## src/rtl/app_data_reader_pkg.sv

```systemverilog
// Shared definitions for the app data reader: default parameters, FSM encoding, header layout.
// Header word = granted app id zero-extended to the stream width.
package app_data_reader_pkg;
    localparam int RAH_TOTAL_APPS   = 8;
    localparam int RAH_APP_ID_WIDTH = 3;
    localparam int RAH_DATA_WIDTH   = 48;
    localparam int RAH_BURST_LEN    = 16;
    localparam int RAH_CNT_WIDTH    = 8;

    typedef enum logic [2:0] {
        ST_IDLE,
        ST_HDR,
        ST_POP,
        ST_LATCH,
        ST_SEND,
        ST_DONE
    } rah_state_e;

    function automatic logic app_in_range(input int unsigned id, input int unsigned total);
        return id < total;
    endfunction
endpackage

```

## src/rtl/app_data_reader_if.sv

```systemverilog
// Grant, per-app queue and output stream signals of the app data reader.
// master = reader side, slave = grant source / queues / stream sink.
interface app_data_reader_if
    import app_data_reader_pkg::*;
#(
    parameter int TOTAL_APPS   = RAH_TOTAL_APPS,
    parameter int APP_ID_WIDTH = RAH_APP_ID_WIDTH,
    parameter int DATA_WIDTH   = RAH_DATA_WIDTH
);
    logic                             read_queue;
    logic [APP_ID_WIDTH-1:0]          app_id;
    logic [TOTAL_APPS-1:0]            data_queue_empty;
    logic [TOTAL_APPS-1:0]            rd_en;
    logic [TOTAL_APPS*DATA_WIDTH-1:0] rd_data;
    logic [DATA_WIDTH-1:0]            out_data;
    logic                             out_valid;
    logic                             out_last;
    logic                             out_ready;
    logic                             is_busy;
    logic                             read_done;

    modport master (
        input  read_queue, app_id, data_queue_empty, rd_data, out_ready,
        output rd_en, out_data, out_valid, out_last, is_busy, read_done
    );

    modport slave (
        output read_queue, app_id, data_queue_empty, rd_data, out_ready,
        input  rd_en, out_data, out_valid, out_last, is_busy, read_done
    );
endinterface

```

## src/rtl/app_data_reader_word_mux.sv

```systemverilog
// Selects one app's read word out of the flattened queue read bus; pure combinational.
// Out-of-range selects yield zero.
module app_word_mux #(
    parameter int TOTAL_APPS   = 8,
    parameter int APP_ID_WIDTH = 3,
    parameter int DATA_WIDTH   = 48
) (
    input  logic [TOTAL_APPS*DATA_WIDTH-1:0] i_rd_data,
    input  logic [APP_ID_WIDTH-1:0]          i_sel,
    output logic [DATA_WIDTH-1:0]            o_word
);
    always_comb begin
        o_word = '0;
        for (int i = 0; i < TOTAL_APPS; i++) begin
            if (i_sel == APP_ID_WIDTH'(i)) begin
                o_word = i_rd_data[i*DATA_WIDTH +: DATA_WIDTH];
            end
        end
    end
endmodule

```

## src/rtl/app_data_reader.sv

```systemverilog
// Per grant: one header word then up to BURST_LEN words popped from the granted app queue.
// Queue read latency one cycle; out_data/out_last held while out_valid && !out_ready.
module app_data_reader
    import app_data_reader_pkg::*;
#(
    parameter int TOTAL_APPS   = RAH_TOTAL_APPS,
    parameter int APP_ID_WIDTH = RAH_APP_ID_WIDTH,
    parameter int DATA_WIDTH   = RAH_DATA_WIDTH,
    parameter int BURST_LEN    = RAH_BURST_LEN
) (
    input  logic              clk,
    input  logic              rst,
    app_data_reader_if.master bus
);
    rah_state_e               r_state;
    rah_state_e               w_state_nxt;
    logic [APP_ID_WIDTH-1:0]  r_sel;
    logic                     r_sel_ok;
    logic                     r_last;
    logic [RAH_CNT_WIDTH-1:0] r_cnt;
    logic [DATA_WIDTH-1:0]    r_out_data;
    logic [DATA_WIDTH-1:0]    w_word;
    logic                     w_req_ok;
    logic                     w_req_empty;
    logic                     w_empty_sel;
    logic                     w_pop;

    app_word_mux #(
        .TOTAL_APPS  (TOTAL_APPS),
        .APP_ID_WIDTH(APP_ID_WIDTH),
        .DATA_WIDTH  (DATA_WIDTH)
    ) u_word_mux (
        .i_rd_data(bus.rd_data),
        .i_sel    (r_sel),
        .o_word   (w_word)
    );

    // Out-of-range apps look permanently empty, so they never get popped.
    assign w_req_ok    = app_in_range(32'(bus.app_id), TOTAL_APPS);
    assign w_req_empty = w_req_ok ? bus.data_queue_empty[bus.app_id] : 1'b1;
    assign w_empty_sel = r_sel_ok ? bus.data_queue_empty[r_sel] : 1'b1;
    assign w_pop       = (r_state == ST_POP) && !w_empty_sel;

    assign bus.out_data = r_out_data;
    assign bus.is_busy  = (r_state != ST_IDLE);

    always_comb begin
        w_state_nxt   = r_state;
        bus.out_valid = 1'b0;
        bus.out_last  = 1'b0;
        bus.rd_en     = '0;
        bus.read_done = 1'b0;
        case (r_state)
            ST_IDLE: begin
                if (bus.read_queue) w_state_nxt = ST_HDR;
            end
            ST_HDR: begin
                bus.out_valid = 1'b1;
                bus.out_last  = r_last;
                if (bus.out_ready) w_state_nxt = r_last ? ST_DONE : ST_POP;
            end
            ST_POP: begin
                if (w_pop) begin
                    bus.rd_en   = TOTAL_APPS'(1) << r_sel;
                    w_state_nxt = ST_LATCH;
                end else begin
                    w_state_nxt = ST_DONE;
                end
            end
            ST_LATCH: w_state_nxt = ST_SEND;
            ST_SEND: begin
                bus.out_valid = 1'b1;
                bus.out_last  = r_last;
                if (bus.out_ready) w_state_nxt = r_last ? ST_DONE : ST_POP;
            end
            ST_DONE: begin
                bus.read_done = 1'b1;
                w_state_nxt   = ST_IDLE;
            end
            default: w_state_nxt = ST_IDLE;
        endcase
    end

    always_ff @(posedge clk) begin
        if (rst) begin
            r_state    <= ST_IDLE;
            r_sel      <= '0;
            r_sel_ok   <= 1'b0;
            r_last     <= 1'b0;
            r_cnt      <= '0;
            r_out_data <= '0;
        end else begin
            r_state <= w_state_nxt;
            case (r_state)
                ST_IDLE: begin
                    if (bus.read_queue) begin
                        r_sel      <= bus.app_id;
                        r_sel_ok   <= w_req_ok;
                        r_last     <= w_req_empty;
                        r_out_data <= DATA_WIDTH'(bus.app_id);
                    end
                end
                ST_POP: begin
                    if (w_pop) r_cnt <= r_cnt + RAH_CNT_WIDTH'(1);
                end
                ST_LATCH: begin
                    // Empty is sampled after the pop, so it reflects whether more words remain.
                    r_out_data <= w_word;
                    r_last     <= (r_cnt == RAH_CNT_WIDTH'(BURST_LEN)) || w_empty_sel;
                end
                ST_DONE: r_cnt <= '0;
                default: ;
            endcase
        end
    end
endmodule

```

## src/flat_wrapper.sv

```systemverilog
// flat-port wrapper written by rule: the top's interface ports become plain ports
module app_data_reader_flat import app_data_reader_pkg::*;
#(
    parameter int TOTAL_APPS   = RAH_TOTAL_APPS,
    parameter int APP_ID_WIDTH = RAH_APP_ID_WIDTH,
    parameter int DATA_WIDTH   = RAH_DATA_WIDTH,
    parameter int BURST_LEN    = RAH_BURST_LEN
)
  (clk, rst, bus_read_queue, bus_app_id, bus_data_queue_empty, bus_rd_data, bus_out_ready, bus_rd_en, bus_out_data, bus_out_valid, bus_out_last, bus_is_busy, bus_read_done);
  app_data_reader_if #(.TOTAL_APPS(TOTAL_APPS), .APP_ID_WIDTH(APP_ID_WIDTH), .DATA_WIDTH(DATA_WIDTH)) bus_i ();
  input  logic clk;
  input  logic rst;
  input wire logic [$bits(bus_i.read_queue)-1:0] bus_read_queue;
  input wire logic [$bits(bus_i.app_id)-1:0] bus_app_id;
  input wire logic [$bits(bus_i.data_queue_empty)-1:0] bus_data_queue_empty;
  input wire logic [$bits(bus_i.rd_data)-1:0] bus_rd_data;
  input wire logic [$bits(bus_i.out_ready)-1:0] bus_out_ready;
  output wire logic [$bits(bus_i.rd_en)-1:0] bus_rd_en;
  output wire logic [$bits(bus_i.out_data)-1:0] bus_out_data;
  output wire logic [$bits(bus_i.out_valid)-1:0] bus_out_valid;
  output wire logic [$bits(bus_i.out_last)-1:0] bus_out_last;
  output wire logic [$bits(bus_i.is_busy)-1:0] bus_is_busy;
  output wire logic [$bits(bus_i.read_done)-1:0] bus_read_done;
  assign bus_i.read_queue = bus_read_queue;
  assign bus_i.app_id = bus_app_id;
  assign bus_i.data_queue_empty = bus_data_queue_empty;
  assign bus_i.rd_data = bus_rd_data;
  assign bus_i.out_ready = bus_out_ready;
  assign bus_rd_en = bus_i.rd_en;
  assign bus_out_data = bus_i.out_data;
  assign bus_out_valid = bus_i.out_valid;
  assign bus_out_last = bus_i.out_last;
  assign bus_is_busy = bus_i.is_busy;
  assign bus_read_done = bus_i.read_done;
  app_data_reader #(.TOTAL_APPS(TOTAL_APPS), .APP_ID_WIDTH(APP_ID_WIDTH), .DATA_WIDTH(DATA_WIDTH), .BURST_LEN(BURST_LEN)) u_core (.clk(clk), .rst(rst), .bus(bus_i));
endmodule
```

## config.mk

```make
export PLATFORM = sky130hd
export DESIGN_NAME = app_data_reader_flat
export DESIGN_NICKNAME = d
export VERILOG_FILES = /design/src/rtl/app_data_reader_pkg.sv /design/src/rtl/app_data_reader_if.sv /design/src/rtl/app_data_reader_word_mux.sv /design/src/rtl/app_data_reader.sv /design/src/flat_wrapper.sv
export SDC_FILE = /design/constraint.sdc
export NUM_CORES = 1
export LEC_CHECK = 0
export CORE_AREA = 2 2 178 180
export DETAILED_ROUTE_END_ITERATION = 6
export DIE_AREA = 0 0 180 182
export HOLD_SLACK_MARGIN = 0.15
export PLACE_DENSITY = 0.56
export SLEW_MARGIN = 20
export SYNTH_ARGS = -nofsm -noshare
export SYNTH_HDL_FRONTEND = slang
export SYNTH_SLANG_ARGS = --single-unit
export TNS_END_PERCENT = 20
```

## constraint.sdc

```tcl
create_clock -name clk -period 3.5 [get_ports clk]
set_input_delay 0.525 -clock clk [delete_from_list [all_inputs] [get_ports clk]]
set_output_delay 0.525 -clock clk [all_outputs]
set_load 0.01 [all_outputs]
```

==> flow_summary.ini, run 1 <==
[yosys]
synth_cell_types = 46
yosysTopAreaCellShare_pct = 23.1
synth_top_area_cell = dfxtp_1
synthCells = 565
synthArstFlopShare_pct = 0
syn_nets = 966
ys_ff_latch = 64
yosysSeqAreaShare_pct = 23.1
synthTopCellsByArea = dfxtp_1 23%, mux4_2 20%, mux2i_1 15%
ys.flop_type = dfxtp_1
ys_warn_count = 0
netlist_area_sq_um = 5550
synth_area_per_cell_sq_um = 9.82
synth-edff-count = 0

[sta]
rsz0062_at_grt = no
setup_viol = 0
whs_ns = 0.459
finalMaxSlewViolations = 0
slew_headroom_pct = 41.5
tightest_slew_ns = 0.877
max_freq_ghz = 0.313
fin_crit_ns = 3.20
period_share_pct = 91.3
final.setup.tns_ns = 0
hold_violations = 0
fin_skew_ns = 0.00299

[critical_path]
worst_setup_path_start_kind = register
timing.rr.start = u_core.r_sel[1]$_SDFFE_PP0P_
worstSetupPathType = reg -> out
ff2ff_path_depth = 7
cp.required_ns = 2.97
r2r_slack_ns = 0.92
worstPathArrival_ns = 2.67
cp_max_fo = 32
timing.rr.end = u_core.bus.out_data[25]$_SDFFE_PP0P_
end_kind = output port

[cells_and_area]
fillers = 3181
layout-drive-gt1-share_pct = 9.46
fin_nets = 1390
syn2layout_area_growth_pct = 94.6
fin_cells = 1397

[detailed_routing]
dr.pass1.iters = 5
ant_nets = 0
wl_mm = 28.7
drc = 0
post_drt_wl_per_cell_um = 20.5
dr.first_iter.drc_count = 303
vias = 6478
vias_per_cell = 4.64

[die]
die_w_um = 180
core_area_sq_um = 31000
io_pins = 459
placementRows = 65
dieArea_sq_um = 32800
start_util_pct = 17.9
die_h_um = 182

[global_route]
gr-total-overflow = 0
grt_first_pass_wirelength_mm = 42.0
antenna_found_initial = 3
grt_pass1_vias = 6817
grt_usage_pct = 16.9
grt_max_degree = 48

[hold_path]
hold_end = u_core.bus.out_data[25]$_SDFFE_PP0P_
whs_path_depth = 1
hp-class = reg -> reg
min-delay-start = u_core.bus.out_data[25]$_SDFFE_PP0P_

[power_and_ir_drop]
p_comb_share_pct = 49.3
p_leak_nw = 3.56
switching_power_mw = 1.25
clkPwrFrac_pct = 26.0
power_per_cell_area_nw_per_um2 = 333
switching_share_pct = 34.8
p_seq_share_pct = 24.6
p_int_mw = 2.34
ir_worst_vdd_v = 0.000198

[clock_tree]
clock_path_buffers = 2
cts-root-buf = clkbuf_16
cts_resized = 0
cts_tree = done
cts_inserted_buffers = 9
cts.sinks = 64
hold_buffers = 0
clock_latency_ns = 0.34
htreeDepth = 3
post_cts_buffers = 0
cts.reportedPaths.clkPinSlew_ns = 0.06

[job]
maxCapViolations = 0

[status]
status = finished, final reports clean

[place]
port_buffers = 458
place_inst = 1380
post-dp-hpwl_mm = 23.3
gp_congestion = 0.829
==> sequential cells by signal, indices dropped and copies added, names as in the netlist <==
name / cells
u_core.bus.out_data: 48
u_core.r_cnt: 8
u_core.r_last: 1
u_core.r_sel: 3
u_core.r_sel_ok: 1
u_core.r_state: 3
==> power groups by stage <==
stage	combinational, mW	clock, mW	sequential, mW
2_1_floorplan	1.03	0	0.841
3_3_place_gp	1.78	0	0.899
3_5_place_dp	1.79	0	0.901
4_1_cts	1.80	0.979	0.885
5_1_grt	1.92	1.01	0.897
6_report	1.77	0.936	0.885
==> cell usage after synthesis, types with 2 or more instances <==
| master | instances |
|---|---|
| nor3b_1 | 2 |
| buf_4 | 4 |
| nor3_1 | 10 |
| mux2i_1 | 84 |
| a22oi_1 | 30 |
| nor4_1 | 2 |
| clkbuf_1 | 27 |
| a31oi_1 | 2 |
| a32o_1 | 29 |
| buf_2 | 22 |
| o31ai_1 | 3 |
| dfxtp_1 | 64 |
| or2_2 | 3 |
| nand3_1 | 5 |
| or4_1 | 3 |
| ha_1 | 2 |
| o2bb2ai_1 | 16 |
| a211oi_1 | 5 |
| inv_1 | 12 |
| buf_6 | 3 |
| nor2_1 | 20 |
| mux4_2 | 49 |
| a221oi_1 | 15 |
| nor2b_1 | 20 |
| o211ai_1 | 5 |
| nand2_1 | 30 |
| o22ai_1 | 5 |
| xnor2_1 | 2 |
| nand2b_1 | 32 |
| o21ai_0 | 24 |
| mux2_2 | 2 |
| a21oi_1 | 17 |
| or3_1 | 3 |
==> logic make-up (layout without fill, tap and decap cells) <==
group | after synthesis | count (layout) | share of synthesized area [%]
other | 0 | 1 | 0
adders and majority gates | 2 | 2 | 0.451
buffers and inverters | 69 | 498 | 5.84
AOI/OAI and AO/OA | 157 | 157 | 21.7
xor gates and xnor gates | 3 | 3 | 0.474
DFF | 64 | 64 | 23.1
muxes | 136 | 136 | 35.7
and+or+nand+nor | 134 | 134 | 12.7
==> how the worst max path moves through the flow <==
stage	slack (ns)	from	endpoint	cells after the start
after global placement	0.43	bus_data_queue_empty[5]	bus_rd_en[6]	7
after floorplan	1.27	bus_data_queue_empty[5]	bus_rd_en[6]	5
final	0.30	u_core.r_sel[2]$_SDFFE_PP0P_	bus_rd_en[6]	6
after global routing	0.12	u_core.r_sel[2]$_SDFFE_PP0P_	bus_rd_en[6]	6
after detailed placement	0.36	bus_data_queue_empty[5]	bus_rd_en[6]	7
after CTS	0.23	u_core.r_sel[2]$_SDFFE_PP0P_	bus_rd_en[6]	6
==> worst max-delay path, cell delays in order, from the launching register on <==
cell	delay, ns
dfxtp_4	0.61
nand2_1	0.27
o22ai_4	0.29
o21ai_4	0.08
or2_2	0.30
nor3b_1	0.20
clkdlybuf4s50_1	0.56
==> stage by stage <==
step / setup WS, ns / power [mW] / instance area (sq um) / util (%)
global placement: 0.425 / 2.68 / 10500 / 33.9
floorplan: 1.27 / 1.87 / 5550 / -
global route: 0.119 / 3.82 / 10800 / 34.8
finish: 0.304 / 3.59 / 10800 / 34.8
detailed placement: 0.360 / 2.69 / 10500 / 33.9
CTS: 0.230 / 3.66 / 10800 / 34.8
==> placed cells by master, fill, tap and decap left out, drive strengths merged, types with 3 or more instances in the layout <==
cell	instances
mux2	3
o21ai	25
nand3	5
o31ai	3
o211ai	5
a21oi	17
a221oi	15
o2bb2ai	16
inv	13
o22ai	6
or4	3
clkbuf	9
nor3	10
dfxtp	64
clkinvlp	3
or3	3
nand2	30
a32o	29
nor2	21
mux4	49
nand2b	32
buf	12
a22oi	30
mux2i	84
a211oi	5
or2	3
clkdlybuf4s50	458
nor2b	20
==> layout make-up <==
cell class                 instances  area, sq um  area share, %
antenna                            1         2.50         0.0232
clock buffer                       9          225           2.09
clock inverter                     7         71.3          0.661
inverter                          12         45.0          0.417
multi-input combinational        432         3980           36.9
sequential                        64         1290           12.0
tap                              402          503           4.66
timing repair buffer             470         4670           43.3
==> metal layers <==
| metal | track usage (%) | up-vias | wire (um) |
|---|---|---|---|
| met5 | 0 | - | 11 |
| met4 | 3.54 | 2 | 332 |
| met3 | 4.97 | 24 | 1990 |
| met2 | 30.0 | 265 | 14400 |
| met1 | 20.0 | 3102 | 11900 |
| li1 | - | 3085 | - |
Power figures use the tool's default switching activity.
==> run 2: changes to the inputs <==
--- a/config.mk
+++ b/config.mk
@@ -8,7 +8,7 @@
 export CORE_AREA = 2 2 178 180
 export DETAILED_ROUTE_END_ITERATION = 6
 export DIE_AREA = 0 0 180 182
-export HOLD_SLACK_MARGIN = 0.15
+export HOLD_SLACK_MARGIN = 0.1
 export PLACE_DENSITY = 0.56
 export SLEW_MARGIN = 20
 export SYNTH_ARGS = -nofsm -noshare
==> results of run 2 <==
Final layout, timing and power as in run 1 (identical DEF).
